$ cat config.mk
export PLATFORM = sky130hd
export DESIGN_NAME = multdiv
export DESIGN_NICKNAME = d
export VERILOG_FILES = /design/src/rtl/multdiv.sv
export SDC_FILE = /design/constraint.sdc
export NUM_CORES = 1
export LEC_CHECK = 0
export CORE_AREA = 2 2 131 133
export CTS_BUF_LIST = sky130_fd_sc_hd__clkbuf_4 sky130_fd_sc_hd__clkbuf_8
export DETAILED_ROUTE_END_ITERATION = 10
export DIE_AREA = 0 0 133 135
export MAX_ROUTING_LAYER = met4
export PLACE_DENSITY_LB_ADDON = 0.3
export SETUP_SLACK_MARGIN = 0.4
export SYNTH_ARGS = -nofsm -noshare
export SYNTH_HDL_FRONTEND = slang
export SYNTH_SLANG_ARGS = --single-unit
$ cat constraint.sdc
create_clock -name clock -period 6.9 [get_ports clock]
set_input_delay 1.38 -clock clock [delete_from_list [all_inputs] [get_ports clock]]
set_output_delay 1.38 -clock clock [all_outputs]
set_load 0.02 [all_outputs]
$ cat src/rtl/multdiv.sv
// multdiv: sequential radix-2 Booth multiplier and restoring divider, result pulse 33 edges after start.
// Define MULTDIV_DIV_EN to build the divider; without it a divide start reports an exception next cycle.
module multdiv (
    input  logic        clock,
    input  logic        reset,
    input  logic [31:0] data_operandA,
    input  logic [31:0] data_operandB,
    input  logic        ctrl_MULT,
    input  logic        ctrl_DIV,
    output logic [31:0] data_result,
    output logic        data_exception,
    output logic        data_resultRDY
);
    localparam logic [1:0] S_IDLE = 2'd0;
    localparam logic [1:0] S_MULT = 2'd1;
    localparam logic [1:0] S_DIV  = 2'd2;
    localparam logic [1:0] S_DONE = 2'd3;

    logic [1:0]  r_state;
    logic [4:0]  r_cnt;
    logic [64:0] r_p;
    logic [31:0] r_m;
    logic        r_is_div;
    logic [32:0] w_upper;
    logic [32:0] w_m33;
    logic [32:0] w_sum;
    logic [64:0] w_next;
    logic [31:0] w_res;
    logic        w_exc;
    logic        w_mult_exc;

    // Booth add/sub done at 33 bits so a 0x80000000 multiplicand cannot overflow the partial product.
    assign w_upper    = {r_p[64], r_p[64:33]};
    assign w_m33      = {r_m[31], r_m};
    assign w_sum      = (r_p[1:0] == 2'b01) ? w_upper + w_m33 :
                        (r_p[1:0] == 2'b10) ? w_upper - w_m33 : w_upper;
    assign w_mult_exc = ~(&r_p[64:32] | ~|r_p[64:32]);

`ifdef MULTDIV_DIV_EN
    logic        r_neg;
    logic        r_dz;
    logic [31:0] w_abs_a;
    logic [31:0] w_abs_b;
    logic [31:0] w_quo;
    logic [32:0] w_rs;
    logic [32:0] w_rsub;
    logic        w_ge;

    // Divide reuses r_p as {0, remainder[31:0], quotient/dividend[31:0]}.
    assign w_abs_a = data_operandA[31] ? -data_operandA : data_operandA;
    assign w_abs_b = data_operandB[31] ? -data_operandB : data_operandB;
    assign w_rs    = r_p[63:31];
    assign w_rsub  = w_rs - {1'b0, r_m};
    assign w_ge    = ~w_rsub[32];
    assign w_quo   = r_neg ? -r_p[31:0] : r_p[31:0];
    assign w_next  = ~r_is_div ? {w_sum, r_p[32:1]} :
                     {1'b0, w_ge ? w_rsub[31:0] : w_rs[31:0], r_p[30:0], w_ge};
    assign w_res   = ~r_is_div ? r_p[32:1] : r_dz ? 32'd0 : w_quo;
    assign w_exc   = ~r_is_div ? w_mult_exc : r_dz | (~r_neg & r_p[31]);

    always_ff @(posedge clock or posedge reset) begin
        if (reset) begin
            r_neg <= 1'b0;
            r_dz  <= 1'b0;
        end else if (ctrl_DIV && !ctrl_MULT) begin
            r_neg <= data_operandA[31] ^ data_operandB[31];
            r_dz  <= (data_operandB == 32'd0);
        end
    end
`else
    assign w_next = {w_sum, r_p[32:1]};
    assign w_res  = r_is_div ? 32'd0 : r_p[32:1];
    assign w_exc  = r_is_div | w_mult_exc;
`endif

    always_ff @(posedge clock or posedge reset) begin
        if (reset) begin
            r_state        <= S_IDLE;
            r_cnt          <= 5'd0;
            r_p            <= '0;
            r_m            <= '0;
            r_is_div       <= 1'b0;
            data_result    <= '0;
            data_exception <= 1'b0;
            data_resultRDY <= 1'b0;
        end else begin
            data_resultRDY <= 1'b0;
            r_cnt          <= 5'd0;
            if (ctrl_MULT) begin
                r_state  <= S_MULT;
                r_p      <= {32'd0, data_operandB, 1'b0};
                r_m      <= data_operandA;
                r_is_div <= 1'b0;
            end else if (ctrl_DIV) begin
                r_is_div <= 1'b1;
`ifdef MULTDIV_DIV_EN
                r_state  <= S_DIV;
                r_p      <= {33'd0, w_abs_a};
                r_m      <= w_abs_b;
`else
                r_state  <= S_DONE;
`endif
            end else if (r_state == S_MULT || r_state == S_DIV) begin
                r_p   <= w_next;
                r_cnt <= r_cnt + 5'd1;
                if (r_cnt == 5'd31)
                    r_state <= S_DONE;
            end else if (r_state == S_DONE) begin
                data_result    <= w_res;
                data_exception <= w_exc;
                data_resultRDY <= 1'b1;
                r_state        <= S_IDLE;
            end
        end
    end
endmodule

Word level (Yosys, flattened, before mapping)
Index checks and enable logic that the tools add are counted.

Reductions and logical operators: 12. Mux-type cells: 20. Div/mod/pow operators: 0. Bitwise gates (word level): 6. $add $sub $neg: 3. Shifts and indexed selects: 0. Order comparisons: 0. Equality and inequality tests: 8. Multipliers: 0.

Operators with widths (count): 65-bit two-way mux (3); 33-bit two-way mux (2); 32-bit by 32-bit adder with 33-bit output (1); 33-bit AND reduction (1); 33-bit OR reduction (1); 32-bit by 32-bit subtractor with 33-bit output (1); 32-bit two-way mux (1); 5-bit two-way mux (3); 2-bit two-way mux (5); 2-bit equality test (second input constant) (3); 1-bit two-way mux (6); 5-bit by 1-bit adder with 5-bit output (second input constant) (1); 5-bit equality test (second input constant) (1); 2-bit by 1-bit equality test with 1-bit output (second input constant) (2); 4-bit by 3-bit != test with 1-bit output (second input constant) (1); 1-bit NOT (4); 2-bit AND reduction (2); 4-bit AND reduction (1); 2-bit nonzero test (2); 4-bit nonzero test (1); 3-bit AND reduction (1); 3-bit nonzero test (1); 2-bit != test (second input constant) (1); 1-bit OR (2); 2 further kinds (2).

ROM bits: 0. Output and inout bits: 34. Memories: 0. Memory bits (writable): 0. Flip-flop bits (word level): 139. Word-level logic and storage cells: 58. Input port bits: 68. Bits in latches: 0.

Longest topological paths before layout
Depth in word-level cells: 6. Gate-level depth with buffers: 13. Mapped depth without buffers: 13.

Least setup slack after synthesis
No wires, ideal clock.

Path type: flip-flop to flip-flop. From: reg r_p[37]. To: reg r_p[63]. Data required time: 6.779 ns. Data arrival time: 2.772 ns. Library setup time: 0.121 ns. Stages on the path, launching flop included: 13. Slack: 4.007 ns. Path through: dfrtp_1 ha_1 buf_6 a21o_1 a211oi_4 a2111oi_4 o41ai_4 o31ai_4 a31oi_4 o211ai_1 a211oi_1 o21ai_1 a22o_1.

Word-level cells in the longest chain between the ends: 6. Elaborated cells on any way between the ends: 7. Those cells by class: add/sub (2); mux (5).

RTL lines: from (decl) (line 21) `logic [64:0] r_p;`; from (signal assigned) (line 91) `r_p <= {32'd0, data_operandB, 1'b0};`; from (signal assigned) (line 104) `r_p <= w_next;`; 32-bit by 32-bit subtractor with 33-bit output (line 36) `(r_p[1:0] == 2'b10) ? w_upper - w_m33 : w_upper;`; 33-bit two-way mux (line 36); 33-bit two-way mux * (line 35) `assign w_sum = (r_p[1:0] == 2'b01) ? w_upper + w_m33 :`; 65-bit two-way mux * (line 103) `end else if (r_state == S_MULT || r_state == S_DIV) begin`; 65-bit two-way mux * (line 94) `end else if (ctrl_DIV) begin`; 65-bit two-way mux * (line 89) `if (ctrl_MULT) begin`.

Mark *: on every way between the ends. The rest lies on a longest branch, timed or not. The select of a mux whose other input is x is not followed. A chain may end at the register's enable or synchronous reset.

Worst setup path in the final report
From: reg r_p[43]. To: reg r_p[49].

Same word-level chain as after synthesis.

==> metrics.yaml <==
outcome: "completed"
finalCritPeriodShare: 0.511
timing.final.crit_period_ns: 3.53
postPlaceCellArea_sq_um: 10900
drt-vias-per-instance: 6.14
synth-adder-area-share: 0.0901
post_route_cells_drive_above_1_share: 0.0526
fmaxAchievable_ghz: 0.284
cp.arrival_ns: 3.88
maxSlewViolCount: 0
cts_hold_repair.buffers: 0
top_level_ports: 102
net_count_after_synthesis: 1330
floorplan.die_area_sq_um: 18000
worst_slew_margin_rel: 0.180
ys_seq_area_frac: 0.352
cts.repair.resized: 0
area.growth.synth_to_final_pct: 14.6
ys.warnings.count: 0
worst_clock_skew_ns: 0.0178
pre_cts_ws_ns: 3.33
fin_nets: 1379
setup_violations: 0
grt.overflow.total: 0
layout.cell_area.non_filler_sq_um: 11300
power_w: 0.00274
cp_max_fo: 13
synth.distinct_cells: 74
count_of_input_and_output_buffers: 101
ant_nets: 0
required_time_worst_endpoint_ns: 7.26
clk_pin_slew_worst_paths_ns: 0.09
cts_sinks: 139
rr_startpoint: "r_p[43]$_DFFE_PP0P_"
rsz0062_at_grt: "false"
floorplan.die.width_um: 133
grt_pass1_wl_mm: 43.5
vias_in_the_first_global_route: 8591
grt_antenna_before_repair: 0
dpl_wire_length_mm: 17.9
fp.dieH_um: 135
synth-async-reset-ratio: 1.00
power_per_cell_area_nw_per_um2: 242
synth.area.top_cells: "sky130_fd_sc_hd__dfrtp_1 (35%), sky130_fd_sc_hd__ha_1 (8.6%), sky130_fd_sc_hd__o21ai_0 (7.2%)"
timing.hold.worst.class: "flip-flop to flip-flop"
grt_util_all_layers: 0.309
worstHoldStart: "r_cnt[0]$_DFF_PP0_"
tritoncts.num_buffers: 17
coreArea_sq_um: 16400
h-tree-depth: 4
diodes: 0
cp-end-kind: "flip-flop"
drc_errors: 0
floorplan.initialDensity: 0.602
critPathLaunchType: "flip-flop"
grt_max_degree: 105
most_frequently_used_cell_type_in_the_post_synthesis_netlist: "sky130_fd_sc_hd__nand2_1"
post-synth-top-area-cell: "sky130_fd_sc_hd__dfrtp_1"
postSynthCellCount: 1192
simple_logic_cell_fraction_of_the_synthesized_area: 0.174
postLayoutSetupSlackWorst_ns: 3.37
compound_cell_area_share_of_the_yosys_netlist: 0.264
postRouteWirelength_mm: 26.0
worst_pin_slew_ns: 1.23
wl_per_cell_um: 17.6
post_synth_design_cell_area_sq_um: 9880
post_cts.repair.setup_buffers: 0
dominant_combinational_cell_family_by_area_after_synthesis: "compound AO/OA/AOI/OAI gates"
avgSynthCellArea_sq_um: 8.29
type_of_the_worst_setup_path: "flip-flop to flip-flop"
synth_top_area_share: 0.352
max_cap_violations: 0
synth_xor_area_frac: 0.0204
dominantRegCellSynth: "sky130_fd_sc_hd__dfrtp_1"
finalSetupTns_ns: 0
flip_flop_and_latch_count_after_synthesis: 139
first_pass_iters: 5
vdd_drop_max_uv: 138
setup.worst_path.start: "r_p[43]$_DFFE_PP0P_"
synth.mux.area_fraction: 0.0389
ys_top_cells_by_count: "sky130_fd_sc_hd__nand2_1 (152), sky130_fd_sc_hd__o21ai_0 (142), sky130_fd_sc_hd__dfrtp_1 (139)"
finalHoldViolations: 0
dr_total_vias: 9045
number_of_enable_flip_flop_cells_after_synthesis: 0
finalWeightedCongestion: 0.979
clock_tree_from_tritoncts: "built"
dr.first_iter.drc_count: 872
power.static_leakage_nw: 5.01
final_core_utilization: 0.690
clock_latency_ns: 0.46
core.rowCount: 47
ctsRootBufferMaster: "sky130_fd_sc_hd__clkbuf_8"
clockBufferDepth: 2
## metal layers
layer	wire length, um	vias to the layer above	GRT usage	part of all wire
li1	-	4352	-	-
met1	11900	4343	0.426	0.46
met2	12000	308	0.473	0.46
met3	1640	42	0.0559	0.063
met4	403	0	0.0800	0.016
met5	0	-	-	0
## critical path, cell delays in order (launching register included)
cell	delay (ns)
sky130_fd_sc_hd__dfrtp_1	0.48
sky130_fd_sc_hd__ha_1	0.49
sky130_fd_sc_hd__nor3_1	0.45
sky130_fd_sc_hd__nand2_1	0.10
sky130_fd_sc_hd__nor4_1	0.62
sky130_fd_sc_hd__nor3_1	0.17
sky130_fd_sc_hd__o21ai_0	0.27
sky130_fd_sc_hd__a21oi_1	0.12
sky130_fd_sc_hd__o311ai_0	0.29
sky130_fd_sc_hd__o21ai_0	0.15
sky130_fd_sc_hd__a32o_1	0.28
## sequential cells by signal (all words and copies together), names as in the netlist
register and count:
r_p 65, r_cnt 5, data_resultRDY 1, r_m 32, data_result 32, r_state 2
data_exception 1, r_is_div 1
## cells by family (layout without fill, tap and decap cells)
family	Yosys count	after routing
AOI/OAI and AO/OA	402	402
xor gates and xnor gates	23	23
adders and majority gates	70	70
buffers and inverters	148	210
DFF	139	139
muxes	38	38
and+or+nand+nor	372	372
## power by group
group | switching [W] | leakage, nW | internal, W | total, W
combinational | 0.000570 | 3.01 | 0.000409 | 0.000979
clock | 0.000383 | 0.219 | 0.000344 | 0.000727
sequential | 0.000110 | 1.78 | 0.000924 | 0.00103
## cell usage in the layout, fill, tap and decap left out, types with 6 or more instances in the layout
cell,Yosys,routed
sky130_fd_sc_hd__dfrtp_1,139,138
sky130_fd_sc_hd__inv_1,67,66
sky130_fd_sc_hd__nand4_1,14,14
sky130_fd_sc_hd__clkdlybuf4s50_1,0,100
sky130_fd_sc_hd__ha_1,68,68
sky130_fd_sc_hd__a31oi_1,13,13
sky130_fd_sc_hd__o211ai_1,13,13
sky130_fd_sc_hd__clkbuf_8,0,17
sky130_fd_sc_hd__o21ai_1,6,6
sky130_fd_sc_hd__nand2_1,152,152
sky130_fd_sc_hd__a21o_1,19,19
sky130_fd_sc_hd__a221oi_1,6,6
sky130_fd_sc_hd__nor2_1,81,80
sky130_fd_sc_hd__o22ai_1,12,12
sky130_fd_sc_hd__nor4_1,15,15
sky130_fd_sc_hd__nand3_1,11,11
sky130_fd_sc_hd__inv_8,0,7
sky130_fd_sc_hd__and3_1,6,6
sky130_fd_sc_hd__nand2b_1,42,41
sky130_fd_sc_hd__o21a_1,9,9
sky130_fd_sc_hd__a211oi_1,11,11
sky130_fd_sc_hd__a22o_1,18,18
sky130_fd_sc_hd__o31ai_1,12,12
sky130_fd_sc_hd__nor3_1,20,20
sky130_fd_sc_hd__mux2i_1,35,35
sky130_fd_sc_hd__nor2b_1,10,9
sky130_fd_sc_hd__a21oi_1,84,84
sky130_fd_sc_hd__o21ai_0,142,142
sky130_fd_sc_hd__buf_4,5,8
sky130_fd_sc_hd__xnor2_1,19,19
## final cells by class
type | count | area, sq um
clock buffers | 17 | 234
clock inverters | 15 | 191
fillers | 1330 | 5080
inverters | 70 | 268
multi-input cells | 905 | 5820
flip-flops and latches | 139 | 3480
well taps | 220 | 275
repair buffers | 108 | 1060
## metrics by stage
| step | cells | hold slack [ns] |
|---|---|---|
| 5_1_grt | 1474 | 0.500 |
| 6_report | 1474 | 0.468 |
| 3_5_place_dp | 1442 | 0.454 |
| 3_3_place_gp | 1442 | 0.454 |
| 4_1_cts | 1474 | 0.470 |
| 2_1_floorplan | 1192 | 0.433 |
## path summary, 6_finish.rpt
check	end	slack, ns	cells past startpoint
worst max-delay path	r_p[49]$_DFFE_PP0P_	3.37	10
worst min-delay path	r_cnt[0]$_DFF_PP0_	0.47	1
worst max register to register	r_p[49]$_DFFE_PP0P_	3.37	10
worst min register to register	r_cnt[0]$_DFF_PP0_	0.47	1
max in group asynchronous	r_p[1]$_DFFE_PP0P_	4.29	3
min in group asynchronous	data_result[26]$_DFFE_PP0P_	1.51	2
Power figures use the tool's default switching activity.
